==> src/rtl/note_sequencer_if.sv <==
// rtl/note_sequencer_if.sv - note_sequencer control, song ROM and note output bundle
// master: sequencer side; slave: song ROM / player / control side.

interface note_sequencer_if #(
  parameter int ADDR_WIDTH = 8
);
  logic                  i_start;
  logic                  i_stop;
  logic                  i_tick;
  logic [ADDR_WIDTH-1:0] o_rom_addr;
  logic [15:0]           i_rom_data;
  logic                  o_load;
  logic [5:0]            o_pitch;
  logic [4:0]            o_duration;
  logic [3:0]            o_instrument;
  logic                  o_playing;
  logic                  o_song_end;

  modport master (
    input  i_start,
    input  i_stop,
    input  i_tick,
    input  i_rom_data,
    output o_rom_addr,
    output o_load,
    output o_pitch,
    output o_duration,
    output o_instrument,
    output o_playing,
    output o_song_end
  );

  modport slave (
    output i_start,
    output i_stop,
    output i_tick,
    output i_rom_data,
    input  o_rom_addr,
    input  o_load,
    input  o_pitch,
    input  o_duration,
    input  o_instrument,
    input  o_playing,
    input  o_song_end
  );
endinterface

==> src/rtl/note_sequencer.sv <==
// rtl/note_sequencer.sv - song table walker feeding the note player, one note per tick window
// Optional NOTE_SEQUENCER_LOOP_EN: end marker rewinds to address 0 instead of stopping.

module note_sequencer #(
  parameter int ADDR_WIDTH = 8
) (
  input  logic               i_clk,
  input  logic               i_rst,
  note_sequencer_if.master   bus
);

  typedef enum logic [1:0] {
    IDLE,
    FETCH_ADDR,
    FETCH_DATA,
    WAIT
  } state_t;

  state_t                state, state_d;
  logic [ADDR_WIDTH-1:0] addr, addr_d;
  logic [ADDR_WIDTH-1:0] rom_addr_d;
  logic [4:0]            count, count_d;
  logic [15:0]           pending, pending_d;
  logic                  load_d;
  logic                  song_end_d;
  logic                  playing_d;
  logic [5:0]            pitch_d;
  logic [4:0]            duration_d;
  logic [3:0]            instrument_d;

  always_ff @(posedge i_clk or posedge i_rst) begin
    if (i_rst) begin
      state <= IDLE;
    end else begin
      state <= state_d;
    end
  end

  // The ROM address register is loaded on entry to FETCH_ADDR so the synchronous
  // ROM has its word ready by the FETCH_DATA sampling edge.
  always_comb begin
    state_d      = state;
    addr_d       = addr;
    count_d      = count;
    pending_d    = pending;
    rom_addr_d   = bus.o_rom_addr;
    load_d       = 1'b0;
    song_end_d   = 1'b0;
    playing_d    = bus.o_playing;
    pitch_d      = bus.o_pitch;
    duration_d   = bus.o_duration;
    instrument_d = bus.o_instrument;

    if (bus.i_stop) begin
      state_d   = IDLE;
      playing_d = 1'b0;
    end else if (bus.i_start) begin
      state_d    = FETCH_ADDR;
      addr_d     = '0;
      count_d    = '0;
      rom_addr_d = '0;
      playing_d  = 1'b1;
    end else begin
      case (state)
        IDLE: begin
          state_d = IDLE;
        end
        FETCH_ADDR: begin
          state_d = FETCH_DATA;
        end
        FETCH_DATA: begin
          pending_d = bus.i_rom_data;
          state_d   = WAIT;
        end
        WAIT: begin
          if (bus.i_tick) begin
            if (count != 5'd0) begin
              count_d = count - 5'd1;
            end else if (pending[15]) begin
              song_end_d = 1'b1;
`ifdef NOTE_SEQUENCER_LOOP_EN
              addr_d     = '0;
              rom_addr_d = '0;
              state_d    = FETCH_ADDR;
`else
              state_d    = IDLE;
              playing_d  = 1'b0;
`endif
            end else begin
              load_d       = 1'b1;
              pitch_d      = pending[14:9];
              duration_d   = pending[8:4];
              instrument_d = pending[3:0];
              count_d      = pending[8:4];
              addr_d       = addr + 1'b1;
              rom_addr_d   = addr + 1'b1;
              state_d      = FETCH_ADDR;
            end
          end
        end
        default: begin
          state_d = IDLE;
        end
      endcase
    end
  end

  always_ff @(posedge i_clk or posedge i_rst) begin
    if (i_rst) begin
      addr             <= '0;
      count            <= '0;
      pending          <= '0;
      bus.o_rom_addr   <= '0;
      bus.o_load       <= 1'b0;
      bus.o_song_end   <= 1'b0;
      bus.o_playing    <= 1'b0;
      bus.o_pitch      <= '0;
      bus.o_duration   <= '0;
      bus.o_instrument <= '0;
    end else begin
      addr             <= addr_d;
      count            <= count_d;
      pending          <= pending_d;
      bus.o_rom_addr   <= rom_addr_d;
      bus.o_load       <= load_d;
      bus.o_song_end   <= song_end_d;
      bus.o_playing    <= playing_d;
      bus.o_pitch      <= pitch_d;
      bus.o_duration   <= duration_d;
      bus.o_instrument <= instrument_d;
    end
  end

endmodule

==> src/flat_wrapper.sv <==
// flat-port wrapper written by rule: the top's interface ports become plain ports
module note_sequencer_flat 
#(
  parameter int ADDR_WIDTH = 8
)
  (i_clk, i_rst, bus_i_start, bus_i_stop, bus_i_tick, bus_i_rom_data, bus_o_rom_addr, bus_o_load, bus_o_pitch, bus_o_duration, bus_o_instrument, bus_o_playing, bus_o_song_end);
  note_sequencer_if #(.ADDR_WIDTH(ADDR_WIDTH)) bus_i ();
  input  logic i_clk;
  input  logic i_rst;
  input wire logic [$bits(bus_i.i_start)-1:0] bus_i_start;
  input wire logic [$bits(bus_i.i_stop)-1:0] bus_i_stop;
  input wire logic [$bits(bus_i.i_tick)-1:0] bus_i_tick;
  input wire logic [$bits(bus_i.i_rom_data)-1:0] bus_i_rom_data;
  output wire logic [$bits(bus_i.o_rom_addr)-1:0] bus_o_rom_addr;
  output wire logic [$bits(bus_i.o_load)-1:0] bus_o_load;
  output wire logic [$bits(bus_i.o_pitch)-1:0] bus_o_pitch;
  output wire logic [$bits(bus_i.o_duration)-1:0] bus_o_duration;
  output wire logic [$bits(bus_i.o_instrument)-1:0] bus_o_instrument;
  output wire logic [$bits(bus_i.o_playing)-1:0] bus_o_playing;
  output wire logic [$bits(bus_i.o_song_end)-1:0] bus_o_song_end;
  assign bus_i.i_start = bus_i_start;
  assign bus_i.i_stop = bus_i_stop;
  assign bus_i.i_tick = bus_i_tick;
  assign bus_i.i_rom_data = bus_i_rom_data;
  assign bus_o_rom_addr = bus_i.o_rom_addr;
  assign bus_o_load = bus_i.o_load;
  assign bus_o_pitch = bus_i.o_pitch;
  assign bus_o_duration = bus_i.o_duration;
  assign bus_o_instrument = bus_i.o_instrument;
  assign bus_o_playing = bus_i.o_playing;
  assign bus_o_song_end = bus_i.o_song_end;
  note_sequencer #(.ADDR_WIDTH(ADDR_WIDTH)) u_core (.i_clk(i_clk), .i_rst(i_rst), .bus(bus_i));
endmodule
==> config.mk <==
export PLATFORM = sky130hd
export DESIGN_NAME = note_sequencer_flat
export DESIGN_NICKNAME = d
export VERILOG_FILES = /design/src/rtl/note_sequencer_if.sv /design/src/rtl/note_sequencer.sv /design/src/flat_wrapper.sv
export SDC_FILE = /design/constraint.sdc
export NUM_CORES = 1
export LEC_CHECK = 0
export BUFFER_PORTS_ARGS = -buffer_cell sky130_fd_sc_hd__buf_2
export CAP_MARGIN = 5
export CORE_MARGIN = 3
export CORE_UTILIZATION = 57
export DETAILED_ROUTE_END_ITERATION = 10
export GPL_TIMING_DRIVEN = 0
export PLACE_DENSITY = 0.83
export SETUP_SLACK_MARGIN = 0.05
export SLEW_MARGIN = 20
export SYNTH_ARGS = -nofsm -noshare
export SYNTH_HDL_FRONTEND = slang
export SYNTH_SLANG_ARGS = --single-unit
==> constraint.sdc <==
create_clock -name i_clk -period 4.25 [get_ports i_clk]
set_clock_uncertainty 0.1 [all_clocks]
set_input_delay 1.0625 -clock i_clk [delete_from_list [all_inputs] [get_ports i_clk]]
set_output_delay 1.0625 -clock i_clk [all_outputs]
set_load 0.02 [all_outputs]
After elaboration in Yosys (flattened, before gate mapping)
Cells that the tools add are included.

word-level totals
  logic and storage cells = 72
  output and inout bits = 26
  register bits = 49
  input port bits = 21

operators by class
  bitwise gates (word level) = 4
  mux-type cells = 34
  equal/unequal tests = 9
  $add $sub $neg = 2
  reduce and logical (&&, ||, !) cells = 13

operators with widths
  operator               number
  $mux W8                5
  $mux W5                5
  $mux W1                19
  $reduce_bool A3 Y1     3
  $add A8 B1 Y8 const B  1
  $mux W2                4
  $ne A4 B4 Y1 const B   2
  $pmux W2 S4            1
  $reduce_and A4 Y1      2
  $ne A3 B3 Y1 const B   2
  $reduce_and A6 Y1      1
  $reduce_and A5 Y1      1
  $reduce_bool A5 Y1     1
  $sub A5 B1 Y5 const B  1
  $eq A2 B2 Y1 const B   2
  $ne A2 B2 Y1 const B   2
  $not A1 Y1             4
  $reduce_bool A2 Y1     2
  $reduce_and A3 Y1      1
  $eq A2 B1 Y1 const B   1
  $logic_not A2 Y1       1
  $reduce_and A2 Y1      1

Longest topological paths before layout
Gate-level depths: netlist of the first run.

  depth after elaboration = 6
  mapped depth = 9
  mapped depth without buffers = 7

Least setup slack after synthesis of the first run
No wires, ideal clock.

  path kind = input port to flip-flop
  start = input port bus_i_start
  end = register u_core.pending[0]
  path slack = 1.630 ns
  required time = 4.025 ns
  arrival = 2.395 ns
  stages = 4
  path buffers = 2
  setup time = 0.125 ns
  path through = clkbuf_1 > nor3b_2 > clkbuf_1 > mux2_2

on the way
  word-level cells in the longest chain between the ends = 2

ends and longest elaborated chain
  what                                RTL line               RTL
  start: declaration                  flat_wrapper.sv:10     input wire logic [$bits(bus_i.i_start)-1:0] bus_i_start;
  $not A1 Y1 (no source line)         n/a
  $reduce_and A3 Y1 (no source line)  n/a
  end signal: assignment              note_sequencer.sv:123  pending <= pending_d;
  end: declaration                    note_sequencer.sv:23   logic [15:0] pending, pending_d;

No other way between the ends.
A chain may end at the register's enable or synchronous reset.

Worst setup path after layout of the first run
  start = input port bus_i_stop
  end = register u_core.pending[7]

on the way
  word-level cells in the longest chain between the ends = 2

ends and longest elaborated chain
  what                                RTL line            RTL
  start: declaration                  flat_wrapper.sv:11  input wire logic [$bits(bus_i.i_stop)-1:0] bus_i_stop;
  $not A1 Y1 (no source line)         n/a
  $reduce_and A3 Y1 (no source line)  n/a

No other way between the ends.

==> results of run 1 <==
-- layout by cell type (no fill, tap or decap), drive strengths merged, types with 6 or more instances in the layout --
master,count
a31oi,6
o21ai,13
nor2,10
dfrtp,49
buf,50
clkbuf,10
inv,7
mux2,15
nand2,55
-- flip-flops by register name (all words and copies together) (netlist names) --
signal,flops
u_core.bus.o_duration,5
u_core.bus.o_instrument,4
u_core.bus.o_load,1
u_core.bus.o_pitch,6
u_core.bus.o_playing,1
u_core.bus.o_rom_addr,8
u_core.bus.o_song_end,1
u_core.count,5
u_core.pending,16
u_core.state,2
-- layout make-up --
type                       instances  area share (%)
clock inverter                     2           0.634
buffer                             9            1.76
clock buffer                       5            2.68
timing repair buffer              46            9.57
multi-input combinational        144            34.1
inverter                           8            1.17
sequential                        49            47.8
tap                               46            2.24
-- per-stage QoR --
step	setup slack (ns)	utilization [%]	hold slack (ns)	instance area, µm²	total power [mW]
after floorplan	1.63	-	0.342	2180	0.656
after global placement	1.20	70.4	0.344	2460	0.694
after detailed placement	1.17	70.9	0.351	2480	0.705
after CTS	1.48	73.4	0.372	2560	0.969
after global routing	1.40	73.4	0.387	2560	1.01
final	1.50	73.4	0.368	2560	0.958
-- worst max path at each step --
stage | end | cells past startpoint
floorplan | u_core.pending[0] | 4
global placement | u_core.pending[7] | 5
detailed placement | u_core.pending[5] | 5
CTS | u_core.pending[7] | 5
global route | u_core.pending[7] | 5
finish | u_core.pending[7] | 5
-- worst max-delay path, stage by stage --
cell	delay, ns
buf_2	0.11
clkbuf_1	0.20
nor3b_2	0.60
clkbuf_1	0.47
mux2_2	0.39
-- routing by layer --
layer,track usage [%],vias to the layer above
li1,-,838
met1,25.8,839
met2,34.8,42
met3,5.82,12
met4,7.20,0
met5,0,-
-- power by group through the flow --
| stage | clock, mW | sequential (mW) | combinational, mW |
|---|---|---|---|
| after floorplan | 0 | 0.558 | 0.0976 |
| after global placement | 0 | 0.559 | 0.134 |
| after detailed placement | 0 | 0.563 | 0.142 |
| after CTS | 0.273 | 0.554 | 0.142 |
| after global routing | 0.290 | 0.562 | 0.156 |
| final | 0.264 | 0.554 | 0.140 |
-- cells by family (layout without fill, tap and decap cells) --
| kind of cell | count (synthesis) | in the layout | synth area share, % |
|---|---|---|---|
| and+or+nand+nor | 89 | 89 | 19.2 |
| buffers and inverters | 17 | 70 | 3.45 |
| DFF | 49 | 49 | 56.4 |
| adders and majority gates | 4 | 4 | 2.30 |
| muxes | 16 | 16 | 8.22 |
| AOI/OAI and AO/OA | 35 | 35 | 10.5 |
==> run metrics, run 1 <==
leading area contributor after synthesis=dfrtp_1; vias in the first global route=1625; Max Fclk=between 300 and 400 MHz; Pleak=approximately 1.3 nW; first-pass GRT wire length=approximately 7.1 mm; syn nets=roughly 240; die width=~68 µm; prevailing post-synth register cell=dfrtp_1; worst reg-to-reg path cell count=6; Reg power frac=between 50% and 60%; final wirelength=roughly 4.3 mm; Clock Sink Count=49; met2 routed WL=between 2 and 2.5 mm; Final Max Slew Viols=0; EDFF count, synth=0; Worst-Margin Slew=roughly 0.67 ns; Core Footprint=3490 µm²; antenna violations before repair=0; n_diodes=0; PortBufs=45; Synth warnings=0; DRC viols=0; total gr overflow=0; post-route ant nets=0; placed cells=~300; r2r endpoint=u_core.bus.o_rom_addr[7]; largest net degree at the start of global routing=29; Skew-Pair Late Insertion Delay=~0.3 ns; TritonCTS clock tree=done; post-synth top area share=between 50 and 60%; CP startpoint=bus_i_stop; Syn Std Cell Area=approximately 2200 µm²; routed length on met3=between 200 and 300 µm; die height=between 60 and 70 µm; RSZ-0062 raised after global routing=false; hold path cells=2; Max H-tree Level=2; Pwr Density=~370 nW/µm²; final std cells w/o fill=~310; WL met1=between 1.5 and 2 mm; via count=between 1500 and 2000; crit path time final=about 2.8 ns; FP Rows=21; largest cells by area after synthesis=dfrtp_1 (56%), nand2_1 (9.5%), mux2_2 (7.8%); Worst EP arrival=approximately 2.8 ns; number of CTS-inserted buffers=5; final setup vio count=0; Crit. End Element=flip-flop; CP Class=input pin to flip-flop; # hold bufs at CTS=0; Ports=47; top cells by count, synth=nand2_1 (55), dfrtp_1 (49), mux2_2 (15); status=completed; clock network fraction of total power=between 20 and 30%; sequential cell area=1230 µm²; initial core utilization=62.3%; post-synthesis async set-or-reset flop share=100%; largest fanout on the critical path=10; gpl congestion=a little under 0.9; max_cap viols=0; DR vias/cell=5.60; Die ar.=around 4600 µm²; switching share of power=about 27%; Comb power frac=14.7%; Iter 0 DRT Violations=150; P&R area growth vs syn=17.8%; Yosys cell types=39; CTS resizes=0; DRT Pass-1 Iters=4; Seq/Total Area, Yosys=56.4%; Post-CTS Setup Inserts=0; clock root cell=clkbuf_8; layout cell share with drive strength beyond 1=roughly 29%; Fin. Hold Viols=0; Int Pwr=roughly 700 µW; Final period util=roughly two thirds; CTS max path bufs=2; CP Data Required Time=about 4.3 ns; worst reg-to-reg setup slack=1.82 ns; Total GRT Usage=20.8%; mean post-synth cell area=a little over 10 µm²; wire length per cell=roughly 14 µm; WHS Endpoint=u_core.bus.o_pitch[2]; worst r2r src=u_core.count[0]; Multi-input gate area=roughly 900 µm²; DR top layer=met4; min-delay worst type=flip-flop to flip-flop; CP startpoint kind=input pin; # fillers=roughly 250; post-DP HPWL=~3.2 mm; NetSw=261 µW; clock transition at the registers of the reported paths=approximately 0.09 ns; Max transition margin=55.2%; most numerous cell in the Yosys netlist=nand2_1; NumNets Final=roughly 290; Yosys reg bits=49; final setup TNS=0 ns; Worst VDD drop=between 0.0002 and 0.0003 V; min-delay src=u_core.bus.o_pitch[2]; Post-Syn Instances=210
No activity file was read; power rests on OpenSTA's default activity.
==> run 2: changes to the inputs <==
- ABC_AREA: unset -> 1
- CORE_UTILIZATION: 57 -> 49
- PLACE_DENSITY: 0.83 -> 0.75
- clock period: 4.25 -> 2.4 ns (I/O delays scaled with it)
==> run 2 against run 1 <==
  * Global-route usage down 2.9 points
  * Sequential share of layout area is 3.2 points lower
  * Via count up 12%
  * Critical path type is now flip-flop to flip-flop
  * Sequential power up 86%
  * Worst hold slack got worse by 0.21 ns
  * Die area is 21% higher
  * Highest routed layer unchanged
  * Clock power grew to 2.7 times the previous value
==> run metrics, run 2 <==
vias in the first global route=1789 (+10%); antenna violations before repair=0 (unchanged); CTS max path bufs=2 (unchanged); DR vias/cell=5.01 (-11%); syn nets=305 (+30%); DRC viols=0 (unchanged); clock network fraction of total power=30.9% (+3.4 points); Most flops, register=u_core.pending; P&R area growth vs syn=19.7%; Crit. End Element=flip-flop; n_diodes=0 (unchanged); Ports=47 (unchanged); max_cap viols=0 (unchanged); Power, Total=2.27 mW (+140%); Die ar.=5550 µm² (+21%); Fin. Hold Viols=0 (unchanged); Pwr Density=826 nW/µm² (+120%); NetSw=715 µW (+170%); CTS resizes=0 (unchanged); Worst VDD drop=0.000436 V (+48%); Syn Std Cell Area=2300 µm² (+5.6%); top flop regs=u_core.pending: 16 flops, u_core.bus.o_rom_addr: 8 flops, u_core.bus.o_pitch: 6 flops; Pleak=1.57 nW (+17%); final wirelength=4.59 mm (+6.9%); TritonCTS clock tree=done; RSZ-0062 raised after global routing=false; number of CTS-inserted buffers=5 (unchanged); total gr overflow=0 (unchanged); Skew-Pair Late Insertion Delay=0.30 ns (about the same); initial core utilization=51.7% (-11 points); # hold bufs at CTS=0 (unchanged); status=completed; post-route ant nets=0 (unchanged); leading area contributor after synthesis=dfrtp_1; NumNets Final=359 (+25%); Worst-Margin Slew=0.523 ns (-0.148 ns); Post-Syn Instances=280 (+33%); Yosys reg bits=49 (unchanged); largest cells by area after synthesis=dfrtp_1 (53%), nand2_1 (18%), nand3_1 (4.4%); post-DP HPWL=3.39 mm (+7.6%); die width=74.5 µm (+9.9%); Yosys cell types=23 (-41%); post-synthesis async set-or-reset flop share=100% (unchanged); first-pass GRT wire length=7.59 mm (+7.2%); Max transition margin=65.1% (+10 points); worst r2r src=u_core.state[0]; Total GRT Usage=17.8% (-2.9 points); CP Data Required Time=2.49 ns (-1.84 ns); Worst EP arrival=1.90 ns (-0.93 ns); Comb power frac=23.6% (+8.9 points); switching share of power=31.5% (+4.2 points); clock transition at the registers of the reported paths=0.09 ns (about the same); Final period util=about three quarters; Post-CTS Setup Inserts=0 (unchanged); layout cell share with drive strength beyond 1=22.4% (-6.5 points); most numerous cell in the Yosys netlist=nand2_1; Max H-tree Level=2 (unchanged); Reg power frac=45.4% (-12 points); Seq/Total Area, Yosys=53.4% (-3.0 points); most frequent cells in the layout=nand2_1 (112), dfrtp_1 (49), buf_2 (48); CP startpoint=u_core.state[0]; Max Fclk=552 MHz; CP startpoint kind=flip-flop; Iter 0 DRT Violations=67 (-55%); min-delay worst type=input pin to async pin; clock root cell=clkbuf_8; Int Pwr=1.56 mW (+120%); PortBufs=46 (+2.2%); Core Footprint=4440 µm² (+27%); prevailing post-synth register cell=dfrtp_1; gpl congestion=0.828 (-5.0%); worst reg-to-reg setup slack=0.59 ns (-1.23 ns); via count=1938 (+12%); largest net degree at the start of global routing=35 (+21%); CP Class=flip-flop to flip-flop; Worst Setup EP=u_core.pending[5]; Clock Sink Count=49 (unchanged); r2r endpoint=u_core.pending[5]; worst reg-to-reg path cell count=7 (+1); largest fanout on the critical path=10 (unchanged); post-synth top area share=53.4% (-3.0 points); DRT Pass-1 Iters=4 (unchanged); wire length per cell=11.9 µm (-15%); crit path time final=approximately 1.8 ns; final setup vio count=0 (unchanged); Largest register FFs=16 (unchanged); Synth warnings=0 (unchanged); Final Max Slew Viols=0 (unchanged); top cells by count, synth=nand2_1 (112), dfrtp_1 (49), inv_1 (26); die height=74.5 µm (+9.9%); EDFF count, synth=0 (unchanged); mean post-synth cell area=8.20 µm² (-21%); Hold Worst Slack=0.155 ns (-0.213 ns); commonest non-fill, non-tap cell in the layout=nand2_1; FP Rows=24 (+14%)
-- run 2: cell count changes after synthesis, moves of 8 or more --
cell     before  now
mux2_2       15    0
nand3_1       3   20
inv_1         7   26
nor2_1       10   18
nand2_1      55  112
-- run 2: layer usage --
| layer | global-route usage [%] | vias up | part of all wire, % |
|---|---|---|---|
| met5 | 0 | - | 0 |
| met4 | 4.15 | 0 | 1.0 |
| met3 | 5.00 | 5 | 5.5 |
| met2 | 30.6 | 40 | 47 |
| met1 | 22.4 | 902 | 47 |
| li1 | - | 991 | - |
-- run 2: per-stage QoR --
stage | util [%] | worst slack [ns] | cell area (µm²) | cells | setup TNS [ns]
2_1_floorplan | - | 0.527 | 2300 | 280 | 0
3_3_place_gp | 58.3 | -0.123 | 2590 | 378 | -5.87
3_5_place_dp | 58.8 | 0.530 | 2610 | 379 | 0
4_1_cts | 61.9 | 0.577 | 2750 | 387 | 0
5_1_grt | 61.9 | 0.428 | 2750 | 387 | 0
6_report | 61.9 | 0.588 | 2750 | 387 | 0
-- run 2: power groups by stage --
stage	Clock [mW]	Sequential, mW	Combinational [mW]
after detailed placement	0	1.05	0.543
after CTS	0.713	1.03	0.546
after global placement	0	1.04	0.520
after floorplan	0	1.06	0.383
final	0.702	1.03	0.537
after global routing	0.753	1.05	0.618
-- run 2: kinds of logic (layout without fill, tap and decap cells) --
kind of cell	Yosys count	count (layout)	synth area share [%]
simple gates	163	163	30.0
xor+xnor	2	2	0.763
compound gates	27	27	6.86
flops	49	49	53.4
buf+inv	35	90	6.81
fa+ha+maj	4	4	2.18
-- run 2: worst min-delay path by stage --
stage | end | slack [ns]
after CTS | u_core.pending[6] | 0.17
after global placement | u_core.pending[3] | 0.36
after floorplan | u_core.bus.o_instrument[0] | 0.34
after global routing | u_core.pending[6] | 0.18
final | u_core.pending[6] | 0.15
after detailed placement | u_core.bus.o_instrument[2] | 0.36
-- run 2: worst max-delay path, stage by stage, from the launching register on --
cell	delay [ns]
dfrtp_1	0.42
inv_1	0.09
ha_1	0.14
buf_1	0.41
nand2_2	0.16
buf_4	0.20
nor2_1	0.11
a21oi_1	0.05
-- run 2: cell type report --
cell class	instances	area [µm²]
Buffer	7	51.3
Clock buffer	5	68.8
Inverter	28	105
Timing Repair Buffer	47	250
Clock inverter	3	68.8
Multi-Input combinational cell	196	915
Fill cell	387	1690
Tap cell	52	65.1
Sequential cell	49	1230
==> run 3: changes to the inputs <==
- CORE_UTILIZATION: 49 -> 54
- PLACE_DENSITY: 0.75 -> 0.79
- clock period: 2.4 -> 1.9 ns (I/O delays scaled with it)
==> run 3 against run 2 <==
  * Global-route usage up 3.2 points
  * Fmax up 7.0%
  * First-iteration DRC count up 130%
  * Setup slack worse by 0.38 ns
  * Flip-flop and latch count unchanged
  * Power up 15%
  * Clock-buffer cell count up 1
  * Register-to-register slack worse by 0.38 ns
  * Core utilization up 4.8 points
  * Die area down 8.5%
  * Worst hold slack worse by 0.023 ns
  * Clock power down 12%
  * Largest power group unchanged
  * Highest routed layer unchanged
==> run metrics, run 3 (synthesis gave the netlist of run 2 again) <==
status=completed; Ports=47 (unchanged); gpl congestion=0.860 (+3.9%); most frequent cells in the layout=nand2_1 (112), dfrtp_1 (49), buf_2 (48); DRT Pass-1 Iters=4 (unchanged); post-DP HPWL=3.52 mm (+3.9%); post-route ant nets=0 (unchanged); worst reg-to-reg path cell count=8 (+1); P&R area growth vs syn=17.8%; clock root cell=clkbuf_8; CTS max path bufs=2 (unchanged); Pwr Density=967 nW/µm² (+17%); top flop regs=u_core.pending: 16 flops, u_core.bus.o_rom_addr: 8 flops, u_core.bus.o_pitch: 6 flops; largest net degree at the start of global routing=29 (-17%); Pleak=1.53 nW (-2.1%); Worst EP arrival=1.80 ns (-0.10 ns); number of CTS-inserted buffers=5 (unchanged); Fin. Hold Viols=0 (unchanged); fin util=66.7% (+4.8 points); CP Data Required Time=2.01 ns (-0.48 ns); CP startpoint=u_core.count[0]; final setup TNS=0 ns (unchanged); Hold Worst Slack=0.132 ns (-0.0228 ns); Post-CTS Setup Inserts=0 (unchanged); CP startpoint kind=flip-flop; final setup vio count=0 (unchanged); vias in the first global route=1955 (+9.3%); PortBufs=46 (unchanged); Most flops, register=u_core.pending; wire length per cell=12.6 µm (+5.9%); Clock Sink Count=49 (unchanged); via count=1966 (+1.4%); clock transition at the registers of the reported paths=0.09 ns (about the same); Worst-Margin Slew=0.622 ns (+0.0993 ns); min-delay worst type=input pin to async pin; RSZ-0062 raised after global routing=false; TritonCTS clock tree=done; # hold bufs at CTS=0 (unchanged); layout cell share with drive strength beyond 1=22.8% (+0.37 points); NumNets Final=358 (-0.28%); Final period util=89.1% (+14 points); Core Footprint=4060 µm² (-8.7%); Skew-Pair Late Insertion Delay=0.31 ns (about the same); final setup margin=0.207 ns (-0.381 ns); r2r endpoint=u_core.bus.o_instrument[1]; Total GRT Usage=21.1% (+3.2 points); commonest non-fill, non-tap cell in the layout=nand2_1; max_cap viols=0 (unchanged); die width=71.2 µm (-4.4%); DP Worst Slack=0.125 ns (-0.405 ns); worst reg-to-reg setup slack=0.21 ns (-0.38 ns); first-pass GRT wire length=8.50 mm (+12%); Die ar.=5070 µm² (-8.5%); DR vias/cell=5.12 (+2.2%); final std cells w/o fill=384 (-0.78%); n_diodes=0 (unchanged); final wirelength=4.82 mm (+5.1%); FP Rows=23 (-4.2%); Iter 0 DRT Violations=155 (+130%); Crit. End Element=flip-flop; total gr overflow=0 (unchanged); Worst VDD drop=0.000559 V (+28%); die height=71.2 µm (-4.4%); Final Max Slew Viols=0 (unchanged); worst r2r src=u_core.count[0]; placed cells=377 (-0.53%); Max H-tree Level=2 (unchanged); Max Fclk=591 MHz (+7.0%); initial core utilization=56.6% (+4.9 points); Max transition margin=58.5% (-6.7 points); antenna violations before repair=0 (unchanged); Largest register FFs=16 (unchanged); largest fanout on the critical path=10 (unchanged); CP Class=flip-flop to flip-flop; crit path time final=1.69 ns (-0.119 ns); DRC viols=0 (unchanged); Worst Setup EP=u_core.bus.o_instrument[1]
[run 3: cell types whose count changed in the layout (fill, tap and decap cells not counted)]
| cell | delta |
|---|---|
| buf_1 | -1 |
| buf_12 | -1 |
| buf_16 | +1 |
| bufinv_16 | -2 |
| clkbuf_1 | +1 |
| clkinvlp_4 | +2 |
| ha_1 | -2 |
| ha_2 | +2 |
| inv_6 | -1 |
[run 3: area by class of cell]
cell class | count | area [µm²]
well taps | 50 | 62.6
clock buffers | 6 | 72.6
multi-input cells | 196 | 920
flip-flops and latches | 49 | 1230
clock inverters | 2 | 15.0
repair buffers | 47 | 258
inverters | 28 | 105
plain buffers | 6 | 47.5
fillers | 348 | 1350
[run 3: timing repair]
action,in CTS,in global routing
endpoints found under the hold margin,0,0
setup endpoints to repair,0,27
gates resized for setup,0,2
[run 3: worst min-delay path by stage]
stage / from / end / slack [ns] / cells past startpoint
3_3_place_gp: u_core.pending[14] / u_core.bus.o_pitch[5] / 0.35 / 2
6_report: i_rst / u_core.pending[5] / 0.13 / 2
4_1_cts: i_rst / u_core.pending[5] / 0.16 / 2
2_1_floorplan: u_core.pending[0] / u_core.bus.o_instrument[0] / 0.34 / 2
3_5_place_dp: u_core.bus.o_pitch[0] / u_core.bus.o_pitch[0] / 0.36 / 2
5_1_grt: i_rst / u_core.pending[5] / 0.18 / 2
[run 3: metal layers]
layer	track usage (%)	wire length, µm	up-vias
met5	0	0	-
met4	7.52	80	0
met1	26.0	2140	920
met2	36.0	2310	52
li1	-	-	987
met3	5.05	298	7
[run 3: critical path, stage by stage, from the launching register on]
cell     delay [ns]
dfrtp_1        0.40
inv_1          0.10
ha_2           0.27
nand3_4        0.15
nor2_4         0.15
nand2_2        0.10
buf_4          0.19
nand2_1        0.07
nand2_1        0.05
[run 3: per-stage QoR]
| step | cell area (µm²) | total power, mW |
|---|---|---|
| global placement | 2590 | 1.97 |
| floorplan | 2300 | 1.82 |
| global route | 2710 | 2.80 |
| CTS | 2710 | 2.62 |
| finish | 2710 | 2.62 |
| detailed placement | 2620 | 2.01 |
[run 3: power by group]
group / internal [mW] / total (mW) / leakage (nW) / switching (mW)
combinational: 0.253 / 0.692 / 0.859 / 0.439
sequential: 1.19 / 1.30 / 0.637 / 0.114
clock: 0.260 / 0.621 / 0.0374 / 0.361
